`config.mk`:
```
export PLATFORM = sky130hd
export DESIGN_NAME = switch_drop_stats
export DESIGN_NICKNAME = d
export VERILOG_FILES = /design/src/rtl/switch_drop_stats_pkg.sv /design/src/rtl/switch_drop_stats_sat_counter.sv /design/src/rtl/switch_drop_stats.sv
export SDC_FILE = /design/constraint.sdc
export NUM_CORES = 1
export LEC_CHECK = 0
export CORE_AREA = 2 2 187 189
export CTS_BUF_LIST = sky130_fd_sc_hd__clkbuf_4
export CTS_CLUSTER_DIAMETER = 80
export DETAILED_ROUTE_END_ITERATION = 16
export DIE_AREA = 0 0 189 191
export SLEW_MARGIN = 10
export SYNTH_ARGS = -nofsm -noshare
export SYNTH_HDL_FRONTEND = slang
export SYNTH_SLANG_ARGS = --single-unit
```
`constraint.sdc`:
```
create_clock -name i_clk -period 2.83 [get_ports i_clk]
set_clock_uncertainty 0.05 [all_clocks]
set_input_delay 0.566 -clock i_clk [delete_from_list [all_inputs] [get_ports i_clk]]
set_output_delay 0.566 -clock i_clk [all_outputs]
set_load 0.02 [all_outputs]
```
`src/rtl/switch_drop_stats_pkg.sv`:
```
// -----------------------------------------------------------------------------
// stats_pkg
// Shared definitions for the switch drop-statistics block:
//   - rd_sel_e    : read-port counter select encoding
//   - DEF_CNT_W / DEF_TOT_W : default counter widths
//   - popcount()  : population count of a target mask (up to POP_MAX_W bits)
// -----------------------------------------------------------------------------
package stats_pkg;

  typedef enum logic [1:0] {
    SEL_ACC      = 2'd0,
    SEL_DROP_PKT = 2'd1,
    SEL_DROP_TGT = 2'd2,
    SEL_TOTAL    = 2'd3
  } rd_sel_e;

  localparam int DEF_CNT_W = 16;
  localparam int DEF_TOT_W = 20;

  // popcount operates on a fixed-width vector; callers zero-extend their mask
  localparam int POP_MAX_W = 32;
  localparam int POP_OUT_W = 6;

  function automatic logic [POP_OUT_W-1:0] popcount(input logic [POP_MAX_W-1:0] v);
    logic [POP_OUT_W-1:0] c;
    c = '0;
    for (int i = 0; i < POP_MAX_W; i++) begin
      c = c + {{(POP_OUT_W-1){1'b0}}, v[i]};
    end
    return c;
  endfunction

endpackage

```
`src/rtl/switch_drop_stats_sat_counter.sv`:
```
// -----------------------------------------------------------------------------
// stats_sat_counter
// Saturating up-counter. Adds i_inc each enabled cycle, clamping at all-ones.
// Ports:
//   i_clk, i_rst_n      : clock, asynchronous active-low reset
//   i_inc [INC_W]       : increment amount for this cycle
//   i_en                : counting enable (increment applied only when high)
//   i_clr               : synchronous clear; wins over everything else
//   i_clr_on_read       : counter is being read destructively this cycle; the
//                         stored value is discarded but this cycle's increment
//                         is kept
//   o_value [W]         : current count
//   o_at_max            : count is all-ones
// -----------------------------------------------------------------------------
module stats_sat_counter #(
  parameter int W     = 16,
  parameter int INC_W = 4
) (
  input  logic             i_clk,
  input  logic             i_rst_n,
  input  logic [INC_W-1:0] i_inc,
  input  logic             i_en,
  input  logic             i_clr,
  input  logic             i_clr_on_read,
  output logic [W-1:0]     o_value,
  output logic             o_at_max
);

  // One extra bit over the wider operand so the sum can never wrap
  localparam int SW = ((W > INC_W) ? W : INC_W) + 1;
  localparam logic [SW-1:0] MAX_EXT = {{(SW-W){1'b0}}, {W{1'b1}}};

  logic [W-1:0]  r_value;
  logic [W-1:0]  w_base;
  logic [SW-1:0] w_sum;
  logic [W-1:0]  w_next;

  always_comb begin
    w_base = i_clr_on_read ? '0 : r_value;
    w_sum  = SW'(w_base) + SW'(i_inc);
    w_next = w_base;
    if (i_en) begin
      w_next = (w_sum > MAX_EXT) ? {W{1'b1}} : w_sum[W-1:0];
    end
  end

  always_ff @(posedge i_clk or negedge i_rst_n) begin
    if (!i_rst_n) begin
      r_value <= '0;
    end else if (i_clr) begin
      r_value <= '0;
    end else begin
      r_value <= w_next;
    end
  end

  assign o_value  = r_value;
  assign o_at_max = &r_value;

endmodule

```
`src/rtl/switch_drop_stats.sv`:
```
// -----------------------------------------------------------------------------
// switch_drop_stats
// Per-port accept/drop statistics for an N-port switch. Each cycle, a port with
// i_valid_in set is an accept if its FIFO is not full, otherwise a drop. Drops
// are also weighted by popcount of the port's target mask (lost output copies),
// both per port and in one aggregate total. All counters saturate.
//
// Ports:
//   i_clk, i_rst_n        : clock, asynchronous active-low reset
//   i_valid_in [NP]       : per-port ingress valid
//   i_target_in [NP*NP]   : per-port target mask, port p at [p*NP +: NP]
//   i_fifo_full [NP]      : per-port ingress FIFO full
//   i_stats_en            : counting enable (low freezes counters)
//   i_clr                 : synchronous clear of all counters and o_sat
//   i_rd_en, i_rd_port, i_rd_sel : read request (sel: acc/drop_pkt/drop_tgt/total)
//   o_rd_valid, o_rd_data : read response, one cycle after the request
//   o_sat [NP]            : sticky "a counter of port p saturated"
//
// Build option: STATS_CLR_ON_READ_EN makes reads destructive (the counter read
// is zeroed on the sampling edge; o_sat[p] clears once all three of port p's
// counters have been read since it was set).
// -----------------------------------------------------------------------------
module switch_drop_stats
  import stats_pkg::*;
#(
  parameter int NUM_PORTS = 4,
  parameter int CNT_W     = DEF_CNT_W,
  parameter int TOT_W     = DEF_TOT_W,
  localparam int PW       = (NUM_PORTS > 1) ? $clog2(NUM_PORTS) : 1
) (
  input  logic                           i_clk,
  input  logic                           i_rst_n,
  input  logic [NUM_PORTS-1:0]           i_valid_in,
  input  logic [NUM_PORTS*NUM_PORTS-1:0] i_target_in,
  input  logic [NUM_PORTS-1:0]           i_fifo_full,
  input  logic                           i_stats_en,
  input  logic                           i_clr,
  input  logic                           i_rd_en,
  input  logic [PW-1:0]                  i_rd_port,
  input  logic [1:0]                     i_rd_sel,
  output logic                           o_rd_valid,
  output logic [TOT_W-1:0]               o_rd_data,
  output logic [NUM_PORTS-1:0]           o_sat
);

  localparam int PC_W = $clog2(NUM_PORTS + 1);
  localparam int TI_W = $clog2(NUM_PORTS * NUM_PORTS + 1);
  localparam logic [PW:0] NP_EXT = (PW + 1)'(NUM_PORTS);

  logic [NUM_PORTS-1:0] w_acc_ev;
  logic [NUM_PORTS-1:0] w_drop_ev;
  logic [PC_W-1:0]      w_pc       [NUM_PORTS];
  logic [CNT_W-1:0]     w_acc      [NUM_PORTS];
  logic [CNT_W-1:0]     w_dpkt     [NUM_PORTS];
  logic [CNT_W-1:0]     w_dtgt     [NUM_PORTS];
  logic [NUM_PORTS-1:0] w_acc_max;
  logic [NUM_PORTS-1:0] w_dpkt_max;
  logic [NUM_PORTS-1:0] w_dtgt_max;
  logic [NUM_PORTS-1:0] w_cor_acc;
  logic [NUM_PORTS-1:0] w_cor_dpkt;
  logic [NUM_PORTS-1:0] w_cor_dtgt;
  logic                 w_cor_tot;
  logic [TI_W-1:0]      w_tot_inc;
  logic [TOT_W-1:0]     w_tot;
  logic                 w_tot_max;
  logic                 w_port_ok;
  logic [TOT_W-1:0]     w_rd_data;
  logic [NUM_PORTS-1:0] w_sat_next;

  logic                 r_rd_valid;
  logic [TOT_W-1:0]     r_rd_data;
  logic [NUM_PORTS-1:0] r_sat;

  // ---------------------------------------------------------------- per port
  generate
    for (genvar gi = 0; gi < NUM_PORTS; gi++) begin : g_port
      assign w_acc_ev[gi]  = i_valid_in[gi] & ~i_fifo_full[gi];
      assign w_drop_ev[gi] = i_valid_in[gi] &  i_fifo_full[gi];
      assign w_pc[gi]      = w_drop_ev[gi]
                             ? PC_W'(popcount(POP_MAX_W'(i_target_in[gi*NUM_PORTS +: NUM_PORTS])))
                             : '0;

`ifdef STATS_CLR_ON_READ_EN
      assign w_cor_acc[gi]  = i_rd_en && (i_rd_sel == SEL_ACC)      && (i_rd_port == PW'(gi));
      assign w_cor_dpkt[gi] = i_rd_en && (i_rd_sel == SEL_DROP_PKT) && (i_rd_port == PW'(gi));
      assign w_cor_dtgt[gi] = i_rd_en && (i_rd_sel == SEL_DROP_TGT) && (i_rd_port == PW'(gi));
`else
      assign w_cor_acc[gi]  = 1'b0;
      assign w_cor_dpkt[gi] = 1'b0;
      assign w_cor_dtgt[gi] = 1'b0;
`endif

      stats_sat_counter #(.W(CNT_W), .INC_W(1)) u_acc (
        .i_clk(i_clk), .i_rst_n(i_rst_n), .i_inc(w_acc_ev[gi]), .i_en(i_stats_en),
        .i_clr(i_clr), .i_clr_on_read(w_cor_acc[gi]),
        .o_value(w_acc[gi]), .o_at_max(w_acc_max[gi])
      );

      stats_sat_counter #(.W(CNT_W), .INC_W(1)) u_dpkt (
        .i_clk(i_clk), .i_rst_n(i_rst_n), .i_inc(w_drop_ev[gi]), .i_en(i_stats_en),
        .i_clr(i_clr), .i_clr_on_read(w_cor_dpkt[gi]),
        .o_value(w_dpkt[gi]), .o_at_max(w_dpkt_max[gi])
      );

      stats_sat_counter #(.W(CNT_W), .INC_W(PC_W)) u_dtgt (
        .i_clk(i_clk), .i_rst_n(i_rst_n), .i_inc(w_pc[gi]), .i_en(i_stats_en),
        .i_clr(i_clr), .i_clr_on_read(w_cor_dtgt[gi]),
        .o_value(w_dtgt[gi]), .o_at_max(w_dtgt_max[gi])
      );
    end
  endgenerate

  // ---------------------------------------------------------------- total
  always_comb begin
    w_tot_inc = '0;
    for (int p = 0; p < NUM_PORTS; p++) begin
      w_tot_inc = w_tot_inc + TI_W'(w_pc[p]);
    end
  end

`ifdef STATS_CLR_ON_READ_EN
  assign w_cor_tot = i_rd_en && (i_rd_sel == SEL_TOTAL);
`else
  assign w_cor_tot = 1'b0;
`endif

  // Total saturation is reported nowhere; its at_max is intentionally unused.
  stats_sat_counter #(.W(TOT_W), .INC_W(TI_W)) u_total (
    .i_clk(i_clk), .i_rst_n(i_rst_n), .i_inc(w_tot_inc), .i_en(i_stats_en),
    .i_clr(i_clr), .i_clr_on_read(w_cor_tot),
    .o_value(w_tot), .o_at_max(w_tot_max)
  );

  // ---------------------------------------------------------------- read mux
  // Counter outputs are the registered values, i.e. before this cycle's
  // increment and before any same-cycle clear.
  assign w_port_ok = ({1'b0, i_rd_port} < NP_EXT);

  always_comb begin
    w_rd_data = '0;
    case (rd_sel_e'(i_rd_sel))
      SEL_TOTAL:    w_rd_data = w_tot;
      SEL_ACC:      if (w_port_ok) w_rd_data = TOT_W'(w_acc[i_rd_port]);
      SEL_DROP_PKT: if (w_port_ok) w_rd_data = TOT_W'(w_dpkt[i_rd_port]);
      SEL_DROP_TGT: if (w_port_ok) w_rd_data = TOT_W'(w_dtgt[i_rd_port]);
      default:      w_rd_data = '0;
    endcase
  end

  always_ff @(posedge i_clk or negedge i_rst_n) begin
    if (!i_rst_n) begin
      r_rd_valid <= 1'b0;
      r_rd_data  <= '0;
    end else begin
      r_rd_valid <= i_rd_en;
      if (i_rd_en) begin
        r_rd_data <= w_rd_data;
      end
    end
  end

  // ---------------------------------------------------------------- sat flags
`ifdef STATS_CLR_ON_READ_EN
  // r_seen[p] records which of {dtgt, dpkt, acc} were read since sat[p] rose
  logic [2:0] r_seen      [NUM_PORTS];
  logic [2:0] w_seen_next [NUM_PORTS];

  always_comb begin
    for (int p = 0; p < NUM_PORTS; p++) begin
      logic       any_max;
      logic [2:0] hits;
      logic [2:0] seen_all;
      any_max  = w_acc_max[p] | w_dpkt_max[p] | w_dtgt_max[p];
      hits     = {w_cor_dtgt[p], w_cor_dpkt[p], w_cor_acc[p]};
      seen_all = r_seen[p] | hits;
      w_sat_next[p]  = r_sat[p];
      w_seen_next[p] = r_seen[p];
      if (!r_sat[p]) begin
        w_sat_next[p]  = any_max;
        w_seen_next[p] = any_max ? hits : 3'b000;
      end else if (&seen_all) begin
        w_sat_next[p]  = 1'b0;
        w_seen_next[p] = 3'b000;
      end else begin
        w_seen_next[p] = seen_all;
      end
    end
  end

  always_ff @(posedge i_clk or negedge i_rst_n) begin
    if (!i_rst_n) begin
      for (int p = 0; p < NUM_PORTS; p++) r_seen[p] <= 3'b000;
    end else if (i_clr) begin
      for (int p = 0; p < NUM_PORTS; p++) r_seen[p] <= 3'b000;
    end else begin
      for (int p = 0; p < NUM_PORTS; p++) r_seen[p] <= w_seen_next[p];
    end
  end
`else
  assign w_sat_next = r_sat | w_acc_max | w_dpkt_max | w_dtgt_max;
`endif

  always_ff @(posedge i_clk or negedge i_rst_n) begin
    if (!i_rst_n) begin
      r_sat <= '0;
    end else if (i_clr) begin
      r_sat <= '0;
    end else begin
      r_sat <= w_sat_next;
    end
  end

  assign o_rd_valid = r_rd_valid;
  assign o_rd_data  = r_rd_data;
  assign o_sat      = r_sat;

endmodule

```
==> Word level (Yosys, flattened, before mapping) <==
Index checks and enable logic that the tools add are counted.
{ "word_totals": {"input_bits": 33, "output_inout_bits": 25, "reg_bits": 237, "elab_cells": 145} }
{ "classes": {"add_sub_neg": 28, "n_mux": 54, "eq_ne": 3, "n_reduce_logical": 14, "n_bitwise": 16, "order_cmp": 14} }
{ "op_table": {"columns": ["operator", "n"], "rows": [
  ["16-bit 2-to-1 mux", 42],
  ["17-bit by 16-bit > comparator with 1-bit output (second input constant)", 12],
  ["16-bit AND reduction", 12],
  ["16-bit by 1-bit adder with 17-bit output", 8],
  ["16-bit binary-select mux with 2-bit select", 3],
  ["20-bit case mux with 4 select lines", 1],
  ["16-bit by 3-bit adder with 17-bit output", 4],
  ["20-bit 2-to-1 mux", 3],
  ["20-bit by 5-bit adder with 21-bit output", 1],
  ["21-bit by 20-bit > comparator with 1-bit output (second input constant)", 1],
  ["2-bit by 1-bit adder with 3-bit output", 4],
  ["3-bit by 1-bit adder with 3-bit output", 4],
  ["3-bit 2-to-1 mux", 4],
  ["4-bit OR", 3],
  ["1-bit by 1-bit adder with 2-bit output", 4],
  ["1-bit AND", 8],
  ["4-bit by 3-bit adder with 5-bit output", 1],
  ["5-bit by 3-bit adder with 5-bit output", 1],
  ["3-bit by 3-bit adder with 4-bit output", 1],
  ["2-bit equality test (second input constant)", 2],
  ["4-bit 2-to-1 mux", 1],
  ["1-bit inverter", 4],
  ["3-bit greater-or-equal comparator (second input constant)", 1],
  ["2-bit inverter with 3-bit output", 1],
  ["3 further kinds", 3]
]} }

==> Logic depth before layout (Yosys ltp) <==
Gate-level depths: netlist of run 1.
{ "depth": {"ltp_word": 12, "mapped_depth": 18} }

==> Cells and area by module <==
Synthesis of run 1 repeated with hierarchy kept, for this count alone.
{ "unflattened": {"cells_unflattened": 1939, "hier_area_um2": 18062.3} }
{ "by_module_without_submodules": {"columns": ["module", "area_each_um2", "instances", "cells_each"], "rows": [
  ["stats_sat_counter (g_port[0].u_acc ...)", 1084.8, 8, 112],
  ["stats_sat_counter (g_port[0].u_dtgt ...)", 1122.3, 4, 127],
  ["switch_drop_stats", 3373.2, 1, 362],
  ["stats_sat_counter (u_total)", 1521.5, 1, 173]
]} }

==> Least setup slack after synthesis of run 1 <==
OpenSTA, ideal clock, no wires.
{ "synth_path": {"path_type": "input port to flip-flop", "startpoint": "input i_target_in[0]", "endpoint": "register u_total.r_value[13], in the netlist u_total.o_value[13]", "required_time_ps": 2655, "arrival_time_ps": 4725, "path_slack_ps": -2071, "path_buffers": 1, "stages": 18, "setup_ps": 125, "cell_sequence": "fa_1 -> ha_1 -> ha_1 -> and3_1 -> clkbuf_1 -> xnor2_1 -> ha_1 -> inv_1 -> fa_1 -> fa_1 -> inv_1 -> ha_1 -> fa_1 -> a211oi_1 -> o21bai_1 -> nand3_1 -> nor4_1 -> a2111oi_0"} }
{ "synth_via": {"elab_chain_cells": 12} }
{ "synth_rtl": {"columns": ["item", "line", "rtl"], "rows": [
  ["from (decl)", "switch_drop_stats.sv:34", "input logic [NUM_PORTS*NUM_PORTS-1:0] i_target_in,"],
  ["1-bit by 1-bit adder with 2-bit output *", "switch_drop_stats_pkg.sv:28", "c = c + {{(POP_OUT_W-1){1'b0}}, v[i]};"],
  ["2-bit by 1-bit adder with 3-bit output *", "switch_drop_stats_pkg.sv:28", null],
  ["3-bit by 1-bit adder with 3-bit output *", "switch_drop_stats_pkg.sv:28", null],
  ["3-bit 2-to-1 mux *", "switch_drop_stats.sv:80", "? PC_W'(popcount(POP_MAX_W'(i_target_in[gi*NUM_PORTS +: NUM_PORTS])))"],
  ["3-bit by 3-bit adder with 4-bit output *", "switch_drop_stats.sv:117", "w_tot_inc = w_tot_inc + TI_W'(w_pc[p]);"],
  ["4-bit by 3-bit adder with 5-bit output *", "switch_drop_stats.sv:117", null],
  ["5-bit by 3-bit adder with 5-bit output *", "switch_drop_stats.sv:117", null],
  ["20-bit by 5-bit adder with 21-bit output *", "switch_drop_stats_sat_counter.sv:40", "w_sum = SW'(w_base) + SW'(i_inc);"],
  ["21-bit by 20-bit > comparator with 1-bit output", "switch_drop_stats_sat_counter.sv:43", "w_next = (w_sum > MAX_EXT) ? {W{1'b1}} : w_sum[W-1:0];"],
  ["20-bit 2-to-1 mux *", "switch_drop_stats_sat_counter.sv:43", null],
  ["20-bit 2-to-1 mux *", "switch_drop_stats_sat_counter.sv:42", "if (i_en) begin"],
  ["20-bit 2-to-1 mux *", "switch_drop_stats_sat_counter.sv:50", "end else if (i_clr) begin"],
  ["to (signal assigned)", "switch_drop_stats_sat_counter.sv:53", "r_value <= w_next;"],
  ["to (decl)", "switch_drop_stats_sat_counter.sv:33", "logic [W-1:0] r_value;"]
]} }
Mark *: on every way between the ends. The rest lies on a longest branch, timed or not. The select of a mux whose other input is x is not followed.
A chain may end at the register's enable or synchronous reset.

==> Worst setup path in the final report of run 1 <==
{ "layout_path": {"startpoint": "input i_target_in[4]", "endpoint": "register u_total.r_value[17], in the netlist u_total.o_value[17]"} }
The elaborated chain is that of the path after synthesis.

==> results of run 1 <==
==> cell type report <==
| cell class | instances | area share (%) |
|---|---|---|
| flip-flops and latches | 237 | 31.5 |
| well taps | 455 | 3.03 |
| clock inverters | 18 | 0.659 |
| clock buffers | 101 | 4.03 |
| repair buffers | 232 | 10.7 |
| multi-input cells | 1214 | 48.9 |
| diodes | 1 | 0.0133 |
| inverters | 56 | 1.12 |
==> worst reg2reg max path: cells and delay by family, from the launching register on <==
| kind | cells | cell delay [ns] |
|---|---|---|
| buffers and inverters | 2 | 0.30 |
| and+or+nand+nor | 2 | 0.21 |
| DFF | 1 | 0.40 |
| adders and majority gates | 3 | 0.85 |
| AOI/OAI and AO/OA | 3 | 0.80 |
==> worst max path at each step <==
stage                    start                  end  slack, ns
2_1_floorplan   i_target_in[3]  u_total.o_value[13]      -1.78
3_3_place_gp   i_target_in[11]  u_total.o_value[19]      -2.43
3_5_place_dp   i_target_in[11]   u_total.o_value[5]      -2.50
4_1_cts         i_target_in[0]  u_total.o_value[13]      -1.39
5_1_grt         i_target_in[4]  u_total.o_value[17]      -1.49
6_report        i_target_in[4]  u_total.o_value[17]      -1.37
==> registers in the layout, indices dropped and copies added, names as in the netlist <==
register	cells
g_port.u_acc.o_value	64
g_port.u_dpkt.o_value	64
g_port.u_dtgt.o_value	64
o_rd_data	20
u_total.o_value	20
o_sat	4
o_rd_valid	1
==> cell usage after synthesis, types with 47 or more instances <==
cell type	n
and3_1	70
nand2_1	81
ha_1	47
dfrtp_1	237
mux4_2	47
nor3_1	82
inv_1	55
a21oi_1	71
clkbuf_1	69
nor2_1	195
a31oi_1	56
a211oi_1	81
nand3_1	70
a311oi_1	56
==> routing by layer <==
metal | global-route usage, % | routed length (um) | vias to the layer above | share of wire [%]
li1 | - | - | 6634 | -
met1 | 38.4 | 21700 | 6964 | 45
met4 | 9.62 | 1270 | 0 | 2.7
met5 | 0 | 0 | - | 0
met3 | 6.74 | 3940 | 85 | 8.2
met2 | 40.4 | 21200 | 525 | 44
==> report_power, final <==
group | leakage [nW] | internal, mW | switching (mW) | total (mW)
Clock | 0.522 | 1.81 | 1.57 | 3.38
Sequential | 3.25 | 3.46 | 0.0957 | 3.55
Combinational | 4.12 | 0.477 | 0.598 | 1.08
==> per-stage QoR <==
stage               total power, mW  setup slack [ns]  utilization [%]
floorplan                      4.15             -1.78                -
global placement               4.59             -2.43             51.4
detailed placement             4.60             -2.50             51.4
CTS                            8.07             -1.39             54.3
global route                   8.41             -1.49             55.1
finish                         8.01             -1.37             55.1
==> repair_timing <==
| action | in CTS | in global routing |
|---|---|---|
| cloned | 0 | 2 |
| setup endpoints to repair | 47 | 41 |
| pin swaps | 36 | 33 |
| gates resized for setup | 54 | 46 |
| hold buffers | 1 | 0 |
| buffers inserted | 5 | 7 |
| endpoints found under the hold margin | 62 | 0 |
==> logic make-up (layout without fill, tap and decap cells) <==
logic type,Yosys count,after routing,synth area share [%]
and+or+nand+nor,674,676,23.0
AOI/OAI and AO/OA,384,384,17.8
DFF,237,237,39.2
buffers and inverters,153,407,4.23
muxes,82,82,9.43
adders and majority gates,61,61,5.74
xor gates and xnor gates,11,11,0.637
other,0,1,0
==> out/results.tsv, run 1 <==
metric	value	unit
routed len/inst	20.8	um
number of standard cells after synthesis	1602	
sequential share of the synthesized area	39.2	%
total die area	36100	um^2
syn_area_per_cell	9.44	um^2
clk slew on worst S/H paths	0.05	ns
DP Area	17500	um^2
Synthesis Warnings	0	
die width	189	um
Synth area leader	dfrtp_1	
Crit path depth	17	
area of the multi-input gates	9190	um^2
synthesized cell area	15100	um^2
Synth async-reset ratio	100	%
final period utilization	148	%
vias in the first global route	13500	
reg2reg start	u_total.o_value[3]	
Reg area	5930	um^2
share of layout cells above drive strength 1	24.5	%
max_cap viols	0	
Top FF cell, synth	dfrtp_1	
Distinct cells, synth	67	
CP max stage delay	0.52	ns
GPL Wtd Cong	0.890	
vias per cell	6.14	
cts bufs inserted	73	
peak supply drop	0.253	mV
Leak Pwr	7.89	nW
critical path's most frequent cell	fa_1	
Max Buffers Root-to-Sink	3	
Top Ports	58	
Buf+Inv Stages, Crit Path	4	
worst reg2reg path depth	10	
post-synth top area share	39.2	%
Reg-to-Reg End	u_total.o_value[11]	
worst skew pair latency	0.77	ns
Fillers	3105	
fmax	238	MHz
Worst Setup End Kind	flip-flop	
layout net count	1908	
CTS root buf	clkbuf_4	
R2R Setup Slk	0.07	ns
CTS Sinks	237	
startpoint types	input pin	
Hold WS	0.148	ns
cell family with most CP delay	adder cells	
Max Slew Vio Count	0	
initial DRC count	1117	
commonest cells after routing, fill and taps aside	dfrtp_1, nor2_1, buf_4, clkbuf_4, nand2_1	
critical path data required time	3.40	ns
Pre-antenna DRT Iters	5	
slowest stage cell, crit path	fa_1	
CP Max Fanout	4	
Power Dens Cells	426	nW/um^2
Starting Density	44.3	%
final std cells w/o fill	2314	
CP Data Arrival Time	4.77	ns
first-pass GRT wire length	76200	um
HP Class	input pin to flip-flop	
Antenna Nets Post-Route	0	
Area contributors post-synth	dfrtp_1, mux4_2, nor2_1	
syn_nets	1696	
min cycle time layout	4.20	ns
Die Height	191	um
total grt overflow	0	
violated checks	negative setup slack	
critical path cell sequence	buf_2 -> fa_1 -> ha_2 -> ha_4 -> and3_4 -> fa_1 -> inv_1 -> fa_1 -> fa_1 -> inv_2 -> ha_4 -> a21o_1 -> nand4_1 -> a211oi_4 -> buf_4 -> nor2_4 -> a311oi_2	
Synth Register Bits	237	
worst hold start	i_stats_en	
commonest non-fill, non-tap cell in the layout	dfrtp_1	
RSZ-0062 raised after global routing	true	
final worst slack	-1.37	ns
final setup fails	21	
DRC viols	0	
core area	34100	um^2
Sum Neg Setup Slack	-25.91	ns
Layout area overhead	24.4	%
Rel. slew slack	54.7	%
DR vias	14200	
initial antenna violation count	1	
final wirelength	48100	um
worst-margin pin slew	0.679	ns
Port Buffers	57	
Tot GR Track Use	27.1	%
CTS tree	done	
DP HPWL	35200	um
Post-Place Cells	2179	
Post-synth EDFFs	0	
CP Class	input pin to flip-flop	
Placement Rows	68	
status	finished with violations	
Hold Path Cell Cnt	3	
Design Area, Final	18800	um^2
final hold viol count	0	
maximum number of pins on one net before global-route repair	76	
H-Tree Depth	3	
hold path endpoint	g_port[3].u_acc.o_value[3]	
(Power assumes the default switching activity.)
==> run 2: changes to the inputs <==
--- a/config.mk
+++ b/config.mk
@@ -10,6 +10,7 @@
 export CTS_CLUSTER_DIAMETER = 80
 export DETAILED_ROUTE_END_ITERATION = 16
 export DIE_AREA = 0 0 189 191
+export SKIP_CTS_REPAIR_TIMING = 1
 export SLEW_MARGIN = 10
 export SYNTH_ARGS = -nofsm -noshare
 export SYNTH_HDL_FRONTEND = slang
==> out/results.tsv, run 2 (synthesis results as in run 1) <==
metric	value	unit	change
DP Area	17500	um^2	unchanged
violated checks	negative setup slack		
Fillers	3092		-0.42%
Die Height	191	um	unchanged
CTS Sinks	237		unchanged
Tot GR Track Use	27.0	%	-0.12 points
vias in the first global route	13500		-0.24%
Top Ports	58		unchanged
Layout area overhead	24.3	%	about the same
final worst slack	-1.45	ns	-0.0797 ns
utilization after layout	55.1	%	about the same
Pre-antenna DRT Iters	5		unchanged
min cycle time layout	4.28	ns	+0.0797 ns
commonest cells after routing, fill and taps aside	dfrtp_1, nor2_1, buf_4, clkbuf_4		
critical path cell sequence	buf_6 -> fa_1 -> ha_2 -> ha_4 -> and3_4 -> xnor2_4 -> ha_4 -> inv_2 -> fa_1 -> fa_1 -> inv_2 -> ha_4 -> fa_2 -> a211oi_2 -> o21bai_2 -> nand3_2 -> nor4_2 -> a2111oi_1		
final wirelength	47900	um	-0.43%
Power Dens Cells	425	nW/um^2	-0.12%
clk slew on worst S/H paths	0.06	ns	about the same
share of layout cells above drive strength 1	23.7	%	-0.74 points
CP Max Fanout	5		+1
H-Tree Depth	3		unchanged
Port Buffers	57		unchanged
RSZ-0062 raised after global routing	true		
max_cap viols	0		unchanged
final setup fails	23		+9.5%
Max Buffers Root-to-Sink	3		unchanged
critical path data required time	3.39	ns	about the same
vias per cell	6.12		-0.32%
maximum number of pins on one net before global-route repair	76		unchanged
core area	34100	um^2	unchanged
commonest non-fill, non-tap cell in the layout	dfrtp_1		
startpoint types	input pin		
final period utilization	151	%	+2.8 points
Placement Rows	68		unchanged
area of the multi-input gates	9170	um^2	-0.23%
layout net count	1907		-0.052%
CP Class	input pin to flip-flop		
Design Area, Final	18800	um^2	about the same
slowest stage cell, crit path	fa_1		
DRC viols	0		unchanged
initial DRC count	1178		+5.5%
status	finished with violations		
CP Data Arrival Time	4.84	ns	+0.07 ns
Reg area	5930	um^2	unchanged
peak supply drop	0.253	mV	-0.32%
HP Class	input pin to flip-flop		
total die area	36100	um^2	unchanged
Antenna Nets Post-Route	0		unchanged
Worst Setup End Kind	flip-flop		
Rel. slew slack	54.1	%	-0.60 points
CP max stage delay	0.58	ns	+0.06 ns
worst-margin pin slew	0.688	ns	+0.00901 ns
Starting Density	44.3	%	unchanged
fmax	234	MHz	-1.9%
routed len/inst	20.7	um	-0.39%
die width	189	um	unchanged
first-pass GRT wire length	75800	um	-0.43%
cts bufs inserted	73		unchanged
initial antenna violation count	1		unchanged
Leak Pwr	7.92	nW	+0.32%
GPL Wtd Cong	0.890		unchanged
DP HPWL	35200	um	unchanged
CTS root buf	clkbuf_4		
Max Slew Vio Count	0		unchanged
CTS tree	done		
final hold viol count	0		unchanged
total grt overflow	0		unchanged
worst skew pair latency	0.77	ns	about the same
DR vias	14200		-0.37%
run 2: cell types whose count changed in the layout (fill, tap and decap cells not counted), moves of 3 or more:
cell	previous run	this run
nor2_2	8	4
clkbuf_2	0	4
dlymetal6s2s_1	3	6
buf_2	8	2
nor2_1	184	187
run 2: routing by layer:
metal	share of wire, %	global-route usage [%]	wire length, um	vias up
met2	44	40.1	21100	528
met4	2.5	9.89	1200	0
met5	0	0	0	-
met3	8.6	6.76	4120	80
li1	-	-	-	6638
met1	45	38.2	21500	6910
run 2: area by class of cell:
cell class                 instances  share of cell area [%]
antenna                            1                  0.0133
sequential                       237                    31.5
timing repair buffer             231                    10.8
clock buffer                     101                    4.03
tap                              455                    3.03
inverter                          56                    1.12
clock inverter                    18                   0.659
multi-input combinational       1214                    48.8
run 2: through the flow:
step	instances	power, mW	hold WS [ns]	setup slack [ns]	setup TNS [ns]
final	2313	8.00	0.153	-1.45	-27.17
after global routing	2313	8.39	0.168	-1.56	-29.93
after CTS	2298	8.03	-0.287	-1.68	-36.22
after detailed placement	2179	4.60	0.465	-2.50	-104.77
after global placement	2179	4.59	0.461	-2.43	-102.03
after floorplan	1602	4.15	0.220	-1.78	-41.29
run 2: path summary, 6_finish.rpt:
path | from | end | slack (ns) | cells past startpoint
worst max-delay path | i_target_in[0] | u_total.o_value[13] | -1.45 | 18
worst min-delay path | i_stats_en | g_port[3].u_acc.o_value[3] | 0.15 | 3
worst max register to register | u_total.o_value[3] | u_total.o_value[19] | 0.05 | 9
worst min register to register | o_rd_data[17] | o_rd_data[17] | 0.48 | 2
max in group asynchronous | i_rst_n | g_port[0].u_acc.o_value[9] | 1.57 | 3
min in group asynchronous | i_rst_n | g_port[1].u_dtgt.o_value[9] | 0.31 | 2
run 2: critical path: cells and delay by family:
family                   cells  cell delay, ns
XOR/XNOR                     1            0.15
AO/OA/AOI/OAI                3            0.77
buffers and inverters        3            0.17
adder cells (fa/ha/maj)      8            2.84
AND/OR/NAND/NOR              3            0.34
run 2: power by group:
group	switching [mW]	internal (mW)
combinational	0.589	0.466
sequential	0.0958	3.46
clock	1.58	1.81
